## config.mk

```make
export PLATFORM = sky130hd
export DESIGN_NAME = uart_tx_fifo_send
export DESIGN_NICKNAME = d
export VERILOG_FILES = /design/src/rtl/uart_tx_fifo_send.sv
export SDC_FILE = /design/constraint.sdc
export NUM_CORES = 1
export LEC_CHECK = 0
export CORE_UTILIZATION = 32
export DETAILED_ROUTE_END_ITERATION = 10
export HOLD_SLACK_MARGIN = 0.1
export PLACE_DENSITY = 0.55
export SYNTH_ARGS = -nofsm -noshare
export SYNTH_HDL_FRONTEND = slang
export SYNTH_SLANG_ARGS = --single-unit
```

## constraint.sdc

```tcl
create_clock -name clk -period 2.8 [get_ports clk]
set_input_delay 0.56 -clock clk [delete_from_list [all_inputs] [get_ports clk]]
set_output_delay 0.56 -clock clk [all_outputs]
set_load 0.01 [all_outputs]
```

## src/rtl/uart_tx_fifo_send.sv

```systemverilog
// Byte-stream 8N1 UART transmitter with an internal FIFO that absorbs full packer bursts.
// Optional macro UART_TX_PARITY_EN inserts an even-parity bit (11-bit frames).
module uart_tx_fifo_send #(
    parameter int unsigned BAUD_DIV   = 434,
    parameter int unsigned FIFO_DEPTH = 32
) (
    input  logic                          clk,
    input  logic                          reset,
    input  logic                          wr_en,
    input  logic [7:0]                    wr_data,
    output logic                          txd,
    output logic                          busy,
    output logic                          fifo_empty,
    output logic                          fifo_full,
    output logic [$clog2(FIFO_DEPTH):0]   fifo_count,
    output logic                          overflow
);

    localparam int unsigned    AW        = $clog2(FIFO_DEPTH);
    localparam int unsigned    CW        = AW + 1;
    localparam logic [CW-1:0]  DEPTH_C   = CW'(FIFO_DEPTH);
    localparam logic [15:0]    BAUD_LAST = 16'(BAUD_DIV - 1);

`ifdef UART_TX_PARITY_EN
    typedef enum logic [2:0] {S_IDLE, S_START, S_DATA, S_PARITY, S_STOP} state_e;
`else
    typedef enum logic [1:0] {S_IDLE, S_START, S_DATA, S_STOP} state_e;
`endif

    state_e          state_q, state_d;
    logic [7:0]      mem_q [FIFO_DEPTH];
    logic [AW-1:0]   wr_ptr_q, wr_ptr_d;
    logic [AW-1:0]   rd_ptr_q, rd_ptr_d;
    logic [CW-1:0]   count_q, count_d;
    logic            overflow_q, overflow_d;
    logic [15:0]     baud_q, baud_d;
    logic [2:0]      bit_q, bit_d;
    logic [7:0]      data_q, data_d;
    logic            txd_q, txd_d;
    logic            push, pop, bit_end;

    assign bit_end    = (baud_q == BAUD_LAST);
    assign fifo_empty = (count_q == '0);
    assign fifo_full  = (count_q == DEPTH_C);
    assign fifo_count = count_q;
    assign overflow   = overflow_q;
    assign txd        = txd_q;
    assign busy       = (state_q != S_IDLE);

    // A full FIFO still accepts a byte when the FSM frees a slot on the same edge.
    assign push = wr_en && (!fifo_full || pop);

    always_comb begin
        wr_ptr_d   = push ? wr_ptr_q + AW'(1) : wr_ptr_q;
        rd_ptr_d   = pop  ? rd_ptr_q + AW'(1) : rd_ptr_q;
        overflow_d = wr_en && !push;
        count_d    = count_q;
        if (push && !pop) begin
            count_d = count_q + CW'(1);
        end else if (pop && !push) begin
            count_d = count_q - CW'(1);
        end
    end

    // NOTE: storage carries no reset; only pointers and count define which entries are valid.
    always_ff @(posedge clk) begin
        if (push) begin
            mem_q[wr_ptr_q] <= wr_data;
        end
    end

    // NOTE: every sequential assignment is non-blocking so all registers update from pre-edge values.
    always_ff @(posedge clk) begin
        if (reset) begin
            state_q    <= S_IDLE;
            wr_ptr_q   <= '0;
            rd_ptr_q   <= '0;
            count_q    <= '0;
            overflow_q <= 1'b0;
            baud_q     <= '0;
            bit_q      <= '0;
            data_q     <= '0;
            txd_q      <= 1'b1;
        end else begin
            state_q    <= state_d;
            wr_ptr_q   <= wr_ptr_d;
            rd_ptr_q   <= rd_ptr_d;
            count_q    <= count_d;
            overflow_q <= overflow_d;
            baud_q     <= baud_d;
            bit_q      <= bit_d;
            data_q     <= data_d;
            txd_q      <= txd_d;
        end
    end

    // NOTE: every combinational output gets a default first so no path leaves it unassigned (no latch).
    always_comb begin
        state_d = state_q;
        unique case (state_q)
            S_IDLE:   if (!fifo_empty) state_d = S_START;
            S_START:  if (bit_end) state_d = S_DATA;
`ifdef UART_TX_PARITY_EN
            S_DATA:   if (bit_end && bit_q == 3'd7) state_d = S_PARITY;
            S_PARITY: if (bit_end) state_d = S_STOP;
`else
            S_DATA:   if (bit_end && bit_q == 3'd7) state_d = S_STOP;
`endif
            S_STOP:   if (bit_end) state_d = fifo_empty ? S_IDLE : S_START;
            default:  state_d = S_IDLE;
        endcase
    end

    // txd_d is the level for the next bit period, so the line changes exactly on bit boundaries.
    always_comb begin
        pop    = 1'b0;
        txd_d  = txd_q;
        bit_d  = bit_q;
        data_d = data_q;
        baud_d = bit_end ? '0 : baud_q + 16'd1;
        unique case (state_q)
            S_IDLE: begin
                baud_d = '0;
                bit_d  = '0;
                txd_d  = 1'b1;
                if (!fifo_empty) begin
                    pop    = 1'b1;
                    data_d = mem_q[rd_ptr_q];
                    txd_d  = 1'b0;
                end
            end
            S_START: begin
                if (bit_end) txd_d = data_q[0];
            end
            S_DATA: begin
                if (bit_end) begin
                    if (bit_q == 3'd7) begin
                        bit_d = '0;
`ifdef UART_TX_PARITY_EN
                        txd_d = ^data_q;
`else
                        txd_d = 1'b1;
`endif
                    end else begin
                        bit_d = bit_q + 3'd1;
                        txd_d = data_q[bit_q + 3'd1];
                    end
                end
            end
`ifdef UART_TX_PARITY_EN
            S_PARITY: begin
                if (bit_end) txd_d = 1'b1;
            end
`endif
            S_STOP: begin
                if (bit_end) begin
                    txd_d = 1'b1;
                    if (!fifo_empty) begin
                        pop    = 1'b1;
                        data_d = mem_q[rd_ptr_q];
                        txd_d  = 1'b0;
                    end
                end
            end
            default: begin
                txd_d = 1'b1;
            end
        endcase
    end

endmodule

```

==> Word-level counts from Yosys, hierarchy flattened <==
Memory sizes are Yosys's and may differ from the RTL's. A register that Yosys moved wholly into a read port is not among the register bits.
Cells that the tools add are included.
{ "totals": {"regBits": 47, "ramBits": 256, "mem_count": 1} }
{ "op_classes": {"n_addsub": 6, "order_cmp": 1, "eq_ne": 11, "muxes": 29, "reduce_logical": 20} }
{ "mem_list": {"columns": ["name", "words", "width", "rd", "rd_clocked_by_memory_dff", "write_ports", "line", "rtl"], "rows": [
  ["mem_q", 32, 8, 1, 1, 1, "31", "logic [7:0] mem_q [FIFO_DEPTH];"]
]} }
{ "ops": {"columns": ["operator", "n"], "rows": [
  ["$add 16x1->16 const B", 1],
  ["$eq 16x9->1 const B", 1],
  ["$mux 8", 2],
  ["$pmux 8 s2", 1],
  ["$mux 6", 2],
  ["$mux 1", 11],
  ["$add 5x1->5 const B", 2],
  ["$mux 5", 2],
  ["$ne 2x2->1 const B", 5],
  ["$mux 2", 4],
  ["$pmux 2 s4", 1],
  ["$reduce_bool 2->1", 4],
  ["$add 6x1->6 const B", 1],
  ["$eq 6x6->1 const B", 1],
  ["$logic_not 6->1", 1],
  ["$mux 3", 2],
  ["$pmux 3 s2", 1],
  ["$sub 6x1->6 const B", 1],
  ["$logic_and 1x1->1", 5],
  ["$eq 2x2->1 const B", 2],
  ["$lt 3x4->1 const B", 1],
  ["$pmux 1 s4", 1],
  ["$reduce_and 2->1", 2],
  ["$reduce_and 4->1", 1],
  ["other kinds (10)", 12]
]} }

==> Depth between registers and ports, before layout <==
Gate-level depths: netlist of run 1.
{ "logic_depth": {"word_depth": 10, "ltp_mapped": 15, "depth_no_buf": 14} }

==> Least setup slack after synthesis of run 1 <==
Ideal clock, no wire load.
{ "synth_timing": {"path_type": "register to register", "from": "reg state_q[0]", "to": "reg count_q[5], in the netlist fifo_count[5]", "arrival_time_ps": 2863, "path_slack_ps": -183, "stages_incl_launch_ff": 15, "cell_sequence": "dfxtp_1 > inv_1 > ha_1 > inv_1 > and3_1 > a21boi_2 > nor2_1 > ha_1 > inv_1 > ha_1 > a21o_1 > a21oi_1 > o21ai_0 > o311ai_0 > mux2_2"} }
{ "synth_between": {"elab_chain_cells": 7, "word_cells_on_any_way": 11} }
{ "synth_lines": {"columns": ["item", "line", "rtl"], "rows": [
  ["start, declared", "30", "state_e state_q, state_d;"],
  ["start signal, assigned", "85", "state_q <= state_d;"],
  ["$eq 2x2->1 / $logic_not 2->1 (equally long branches)", "121", "unique case (state_q)"],
  ["$pmux 1 s2 *", "121", null],
  ["$logic_or 1x1->1 *", "51", "assign push = wr_en && (!fifo_full || pop);"],
  ["$logic_and 1x1->1 *", "51", null],
  ["named net push", "40", "logic push, pop, bit_end;"],
  ["$logic_not 1->1", "60", "end else if (pop && !push) begin"],
  ["$logic_and 1x1->1", "60", null],
  ["$reduce_bool 2->1 (no source line)", null, null],
  ["end signal, assigned", "88", "count_q <= count_d;"],
  ["end, declared", "34", "logic [CW-1:0] count_q, count_d;"]
]} }
The timed path passes the listed nets; every way through them passes the cells marked *.
A chain may end at the register's enable or synchronous reset.

==> Worst setup path after layout of run 1 <==
{ "layout_timing": {"from": "reg baud_q[13]", "to": "reg count_q[5], in the netlist fifo_count[5]"} }
{ "layout_between": {"elab_chain_cells": 8, "word_cells_on_any_way": 11} }
{ "layout_lines": {"columns": ["item", "line", "rtl"], "rows": [
  ["start, declared", "36", "logic [15:0] baud_q, baud_d;"],
  ["start signal, assigned", "90", "baud_q <= baud_d;"],
  ["$eq 16x9->1 *", "42", "assign bit_end = (baud_q == BAUD_LAST);"],
  ["$mux 1 *", "156", "if (bit_end) begin"],
  ["$pmux 1 s2 *", "121", null],
  ["$logic_or 1x1->1 *", "51", null],
  ["$logic_and 1x1->1 *", "51", null],
  ["named net push", "40", null],
  ["$logic_not 1->1", "60", null],
  ["$logic_and 1x1->1", "60", null],
  ["$reduce_bool 2->1 (no source line)", null, null]
]} }
Marked as above.

==> impl_metrics.csv, run 1 <==
group,metric,value,unit
layout,nets,915,
run,maxCapViolations,0,
synthesis,async_flop_share,0,%
place,hpwl,18.0,mm
critical_path,path_max_fanout,5,
power_and_ir_drop,ir_drop,0.378,mV
layout,fin_area,15300,sq um
detailed_routing,drt_iter0_markers,481,
grt,grt_max_degree,36,
floorplan,coreArea,38800,sq um
synthesis,ys.flop_type,"edfxtp_1",
sta,final-hold-violation-count,0,
synthesis,synth_top_area_cell,"edfxtp_1",
place,post-place-ws,-96.7,ps
synthesis,ys.warnings.count,0,
critical_path,required,3190,ps
synthesis,synth_area_leaders,"edfxtp_1 61%, mux4_2 10%, dfxtp_1 8.2%",
clock_network,worstSkewPairLatency,520,ps
hold_path,holdCritPathClass,"reg2reg",
synthesis,postSynthCellCount,755,
synthesis,syn-num-nets,786,
layout,final_common_cell,"edfxtp_1",
layout,layout_common_cells,"256 x edfxtp_1, 100 x buf_4, 68 x nor2_1",
outcome,status,"finished clean",
critical_path,end_kind,"flip-flop",
grt,antenna_found_initial,0,
clock_network,cts_buffer_depth,3,
detailed_routing,vias,7021,
sta,max_slew_margin,55.3,%
place,numPortBuffers,21,
synthesis,ys_types,61,
place,place_area,14200,sq um
detailed_routing,vias_per_cell,4.93,
clock_network,clk_pin_slew_worst_paths,60,ps
floorplan,io_pins,22,
clock_network,cts_max_level,2,
sta,period_share,99.8,%
place,place_inst,1364,
floorplan,die-area,40400,sq um
floorplan,row_count,72,
critical_path,start_kind,"flip-flop",
power_and_ir_drop,leakage,4.99,nW
place,place_congestion,0.817,
grt,grt_first_pass_wirelength,43.5,mm
detailed_routing,drt-pass1-iter-count,5,
clock_network,cts_sinks,308,
detailed_routing,ant_nets,0,
power_and_ir_drop,p_per_area,871,nW/um^2
grt,gr-total-overflow,0,
detailed_routing,route.detailed.drc,0,
clock_network,hold_buffers,0,
clock_network,cts_tree,"built",
synthesis,ys_ff_latch,308,
sta,rsz0062_at_grt,"yes",
critical_path,critical_path_class,"reg2reg",
sta,finalSetupViolations,0,
floorplan,die_y,201,microns
clock_network,cts_root_buffer,"clkbuf_16",
synthesis,synth_top_area_share,60.6,%
synthesis,synth-seq-area-share,68.8,%
sta,slew_violations,0,
sta,min_period,2790,ps
detailed_routing,wl_per_cell,19.7,microns
critical_path,critPathArrivalTime,3190,ps
sta,finClkSkew,17.2,ps
grt,track_usage,14.1,%
sta,finalWorstSetupSlack,5.45,ps
synthesis,synth_edf_count,256,
floorplan,start_util,32.7,%
layout,final_cells,1425,
synthesis,syn-cell-area,12700,sq um
layout,syn_to_final_growth,20.8,%
clock_network,cts-buffers-inserted,34,
sta,tightest_slew,669,ps
grt,grt_pass1_vias,7173,
synthesis,avgSynthCellArea,16.8,sq um
detailed_routing,routed_wirelength,28.1,mm
layout,drive_gt1_share,27.2,%
sta,max_freq,358,MHz
floorplan,die_w,201,microns
layout,n_antenna_cell,0,
==> worst paths after layout <==
kind | from | to | slack (ps) | depth (start not counted)
worst max-delay path | baud_q[13] | fifo_count[5] | 5 | 12
worst min-delay path | bit_q[1] | bit_q[1] | 460 | 2
worst max register to register | baud_q[13] | fifo_count[5] | 5 | 12
worst min register to register | bit_q[1] | bit_q[1] | 460 | 2
==> registers in the layout, indices dropped and copies added (netlist names), 2 cells and up, named ones only <==
signal / count
rd_ptr_q: 5
state_q: 2
wr_ptr_q: 5
data_q: 8
baud_q: 16
bit_q: 3
fifo_count: 6
mem_q: 256
==> Yosys cell counts, types with 7 or more instances <==
cell type and count:
mux2i_1 31, inv_1 13, or3_1 8, o21ai_0 10
mux4_2 58, edfxtp_1 256, clkbuf_1 7, ha_1 19
buf_2 13, nor2_1 69, xnor2_1 7, xor2_1 9
nand2_1 19, nor2b_1 9, a211oi_1 8, nand4_1 7
a21oi_1 26, nand3_1 17, nor4_1 10, a32o_1 7
a22oi_1 8, o22ai_1 11, dfxtp_1 52
==> metal layers <==
metal	track usage, %	vias up	share of wire, %
met5	0	-	0
met4	3.82	0	1.9
met3	2.71	37	4.4
met2	22.1	147	47
met1	19.9	3581	47
li1	-	3256	-
==> power breakdown <==
group | leakage, nW | internal, W | total (W) | switching (W)
combinational | 1.74 | 0.00184 | 0.00368 | 0.00183
sequential | 2.73 | 0.00516 | 0.00535 | 0.000187
clock | 0.526 | 0.00257 | 0.00432 | 0.00175
total | 4.99 | 0.00957 | 0.0133 | 0.00377
==> metrics by stage <==
stage               hold WS (ps)  TNS [ps]  utilization (%)  total power [W]
CTS                          466         0             39.3           0.0134
detailed placement           457      -181             36.5          0.00905
finish                       460         0             39.5           0.0133
global route                 488      -149             39.5           0.0140
floorplan                    436         0                -          0.00785
global placement             445     -94.1             36.5          0.00903
==> final cells by class <==
type / count / area [sq um]
clock buffers: 42 / 902
clock inverters: 17 / 174
fillers: 3566 / 23500
inverters: 14 / 52.6
multi-input cells: 400 / 3750
flip-flops and latches: 308 / 8730
well taps: 518 / 648
repair buffers: 126 / 1060
==> repair_timing <==
item,in CTS,in global routing
setup endpoints to repair,0,3
buffers inserted,0,2
resized for setup,0,13
==> cells by family (layout without fill, tap and decap cells) <==
kind of cell | count (synthesis) | count (layout) | share of synthesized area (%)
buf+inv | 47 | 199 | 2.16
flops | 308 | 308 | 68.8
simple gates | 170 | 170 | 6.88
fa+ha+maj | 20 | 20 | 2.03
compound gates | 98 | 98 | 5.63
xor+xnor | 16 | 16 | 1.11
mux | 96 | 96 | 13.4
==> critical path, stage by stage (launching register included) <==
cell      delay [ps]
dfxtp_1          330
nor4_2           350
and4_4           310
a21boi_4          70
nor2_2           120
ha_2             200
inv_2             60
buf_4            130
ha_1             180
buf_4            140
a311oi_1         340
o311ai_2         170
mux2_2           290
(Power assumes the default switching activity.)
==> run 2, diff against run 1 <==
CTS_CLUSTER_DIAMETER = 150   (was default)
MAX_ROUTING_LAYER = met4   (was default)
SETUP_SLACK_MARGIN = 0.15   (was default)
==> run 2 against run 1 <==
Hold slack improved by 12 ps. First-iteration DRC count rose by 26%. Combinational power rose by 2%. Critical endpoint unchanged. Clock-buffer cell count rose by 1. Maximum frequency rose by 6.6%. Sequential share of layout area rose by 0.54 points. Cell count fell by 0.91%. Critical path depth did not move.
==> impl_metrics.csv, run 2 (same netlist as run 1, synthesis figures left out) <==
group,metric,value,unit
clock_network,hold_buffers,0,
hold_path,holdCritPathClass,"reg2reg",
grt,met3_usage,2.27,%
layout,postLayoutCoreUtil,39.1,%
sta,fin_setup_tns,0,ps
layout,layout_common_cells,"256 x edfxtp_1, 89 x buf_4, 68 x nor2_1",
clock_network,clk_pin_slew_worst_paths,60,ps
critical_path,required,3250,ps
sta,finalSetupViolations,0,
grt,grt_pass1_vias,7065,
detailed_routing,vias,7032,
critical_path,r2r_cells,12,
power_and_ir_drop,ir_drop,0.464,mV
floorplan,row_count,72,
floorplan,coreArea,38800,sq um
place,hpwl,17.9,mm
clock_network,cts_root_buffer,"clkbuf_16",
detailed_routing,drt-pass1-iter-count,5,
layout,syn_to_final_growth,19.7,%
power_and_ir_drop,combinationalPowerShare,29.0,%
layout,nets,901,
critical_path,end_kind,"flip-flop",
place,numPortBuffers,21,
grt,grt.busiest_layer,"met2",
grt,antenna_found_initial,0,
critical_path,critical_path_class,"reg2reg",
power_and_ir_drop,p_per_area,858,nW/um^2
hold_path,worstHoldStart,"bit_q[1]",
clock_network,cts_max_level,1,
layout,n_antenna_cell,0,
hold_path,hold_depth,2,
sta,rsz0062_at_grt,"yes",
layout,drive_gt1_share,27.0,%
sta,min_period,2620,ps
clock_network,cts_buffer_depth,3,
floorplan,die_y,201,microns
critical_path,critPathArrivalTime,3070,ps
layout,largest_reg_flops,256,
clock_network,cts_tree,"built",
power_and_ir_drop,p_clk_share,30.2,%
grt,grt_first_pass_wirelength,43.1,mm
detailed_routing,ant_nets,0,
grt,grt_max_degree,47,
layout,reg.largest.list,"mem_q: 256 flops, baud_q: 16 flops, data_q: 8 flops",
power_and_ir_drop,netSwitchingFraction,29.0,%
floorplan,die_w,201,microns
detailed_routing,vias_per_cell,4.98,
critical_path,path_max_fanout,6,
place,place_congestion,0.843,
sta,slew_violations,0,
sta,final-hold-violation-count,0,
layout,final_common_cell,"edfxtp_1",
detailed_routing,wl_per_cell,19.9,microns
critical_path,r2r_start,"baud_q[3]",
grt,track_usage,14.4,%
detailed_routing,route.detailed.drc,0,
sta,finClkSkew,18.1,ps
floorplan,start_util,32.7,%
detailed_routing,routed_wirelength,28.1,mm
grt,met1_usage,19.8,%
sta,period_share,93.6,%
detailed_routing,drt_iter0_markers,604,
floorplan,io_pins,22,
outcome,status,"finished clean",
critical_path,start_kind,"flip-flop",
clock_network,cts-buffers-inserted,31,
clock_network,worstSkewPairLatency,570,ps
clock_network,cts_sinks,308,
power_and_ir_drop,leakage,4.91,nW
critical_path,cp-startpoint,"baud_q[3]",
floorplan,die-area,40400,sq um
power_and_ir_drop,p_int,0.00925,W
run,maxCapViolations,0,
grt,grt_util_met2,22.1,%
sta,tightest_slew,747,ps
layout,fill_cells,3562,
power_and_ir_drop,seqPwrFrac,40.8,%
sta,max_freq,381,MHz
sta,max_slew_margin,50.0,%
power_and_ir_drop,switchingPower,0.00378,W
layout,regMostFlops,"mem_q",
grt,gr-total-overflow,0,
## run 2: what timing repair did
item                                    4_1_cts  5_1_grt
setup buffers                                 6        3
endpoints found under the setup margin        4       16
pin swaps                                     7        4
resized for setup                            10        9
## run 2: final cells by class
type,count,area [sq um],area share [%]
clock buffers,43,851,5.60
repair buffers,115,971,6.39
clock inverters,14,111,0.733
inverters,14,57.6,0.379
multi-input cells,400,3810,25.1
flip-flops and latches,308,8740,57.5
well taps,518,648,4.27
## run 2: metrics by stage
stage	cells	area [sq um]	total power [W]	hold WS [ps]	worst slack [ps]
finish	1412	15200	0.0130	471	178
global route	1412	15200	0.0137	502	2.68
CTS	1409	15100	0.0131	470	128
detailed placement	1346	14100	0.00906	440	-26.5
global placement	1346	14100	0.00904	432	20.8
floorplan	755	12800	0.00794	423	127
## run 2: worst paths after layout
kind | endpoint | slack, ps
min | bit_q[1] | 470
max | fifo_count[5] | 180
min reg2reg | bit_q[1] | 470
max reg2reg | fifo_count[5] | 180
## run 2: critical path: stages (launching register included)
cell	delay [ps]
dfxtp_1	350
nor3_1	330
nand4_1	210
o21ai_2	230
nand2_2	80
ha_4	180
inv_6	80
ha_4	190
a21o_1	150
a21oi_2	160
o21ai_1	70
o311ai_1	100
mux2_2	370
## run 2: per-layer routing
layer | wire length [microns] | vias to the layer above | share of wire (%)
li1 | - | 3228 | -
met1 | 13200 | 3609 | 47
met2 | 12900 | 151 | 46
met3 | 1200 | 44 | 4.3
met4 | 724 | 0 | 2.6
met5 | 0 | - | 0
## run 2: power by group through the flow
stage,logic (W),clock network [W],registers [W]
3_5_place_dp,0.00365,0,0.00540
4_1_cts,0.00377,0.00404,0.00531
3_3_place_gp,0.00364,0,0.00540
5_1_grt,0.00411,0.00422,0.00533
2_1_floorplan,0.00257,0,0.00537
6_report,0.00377,0.00394,0.00531
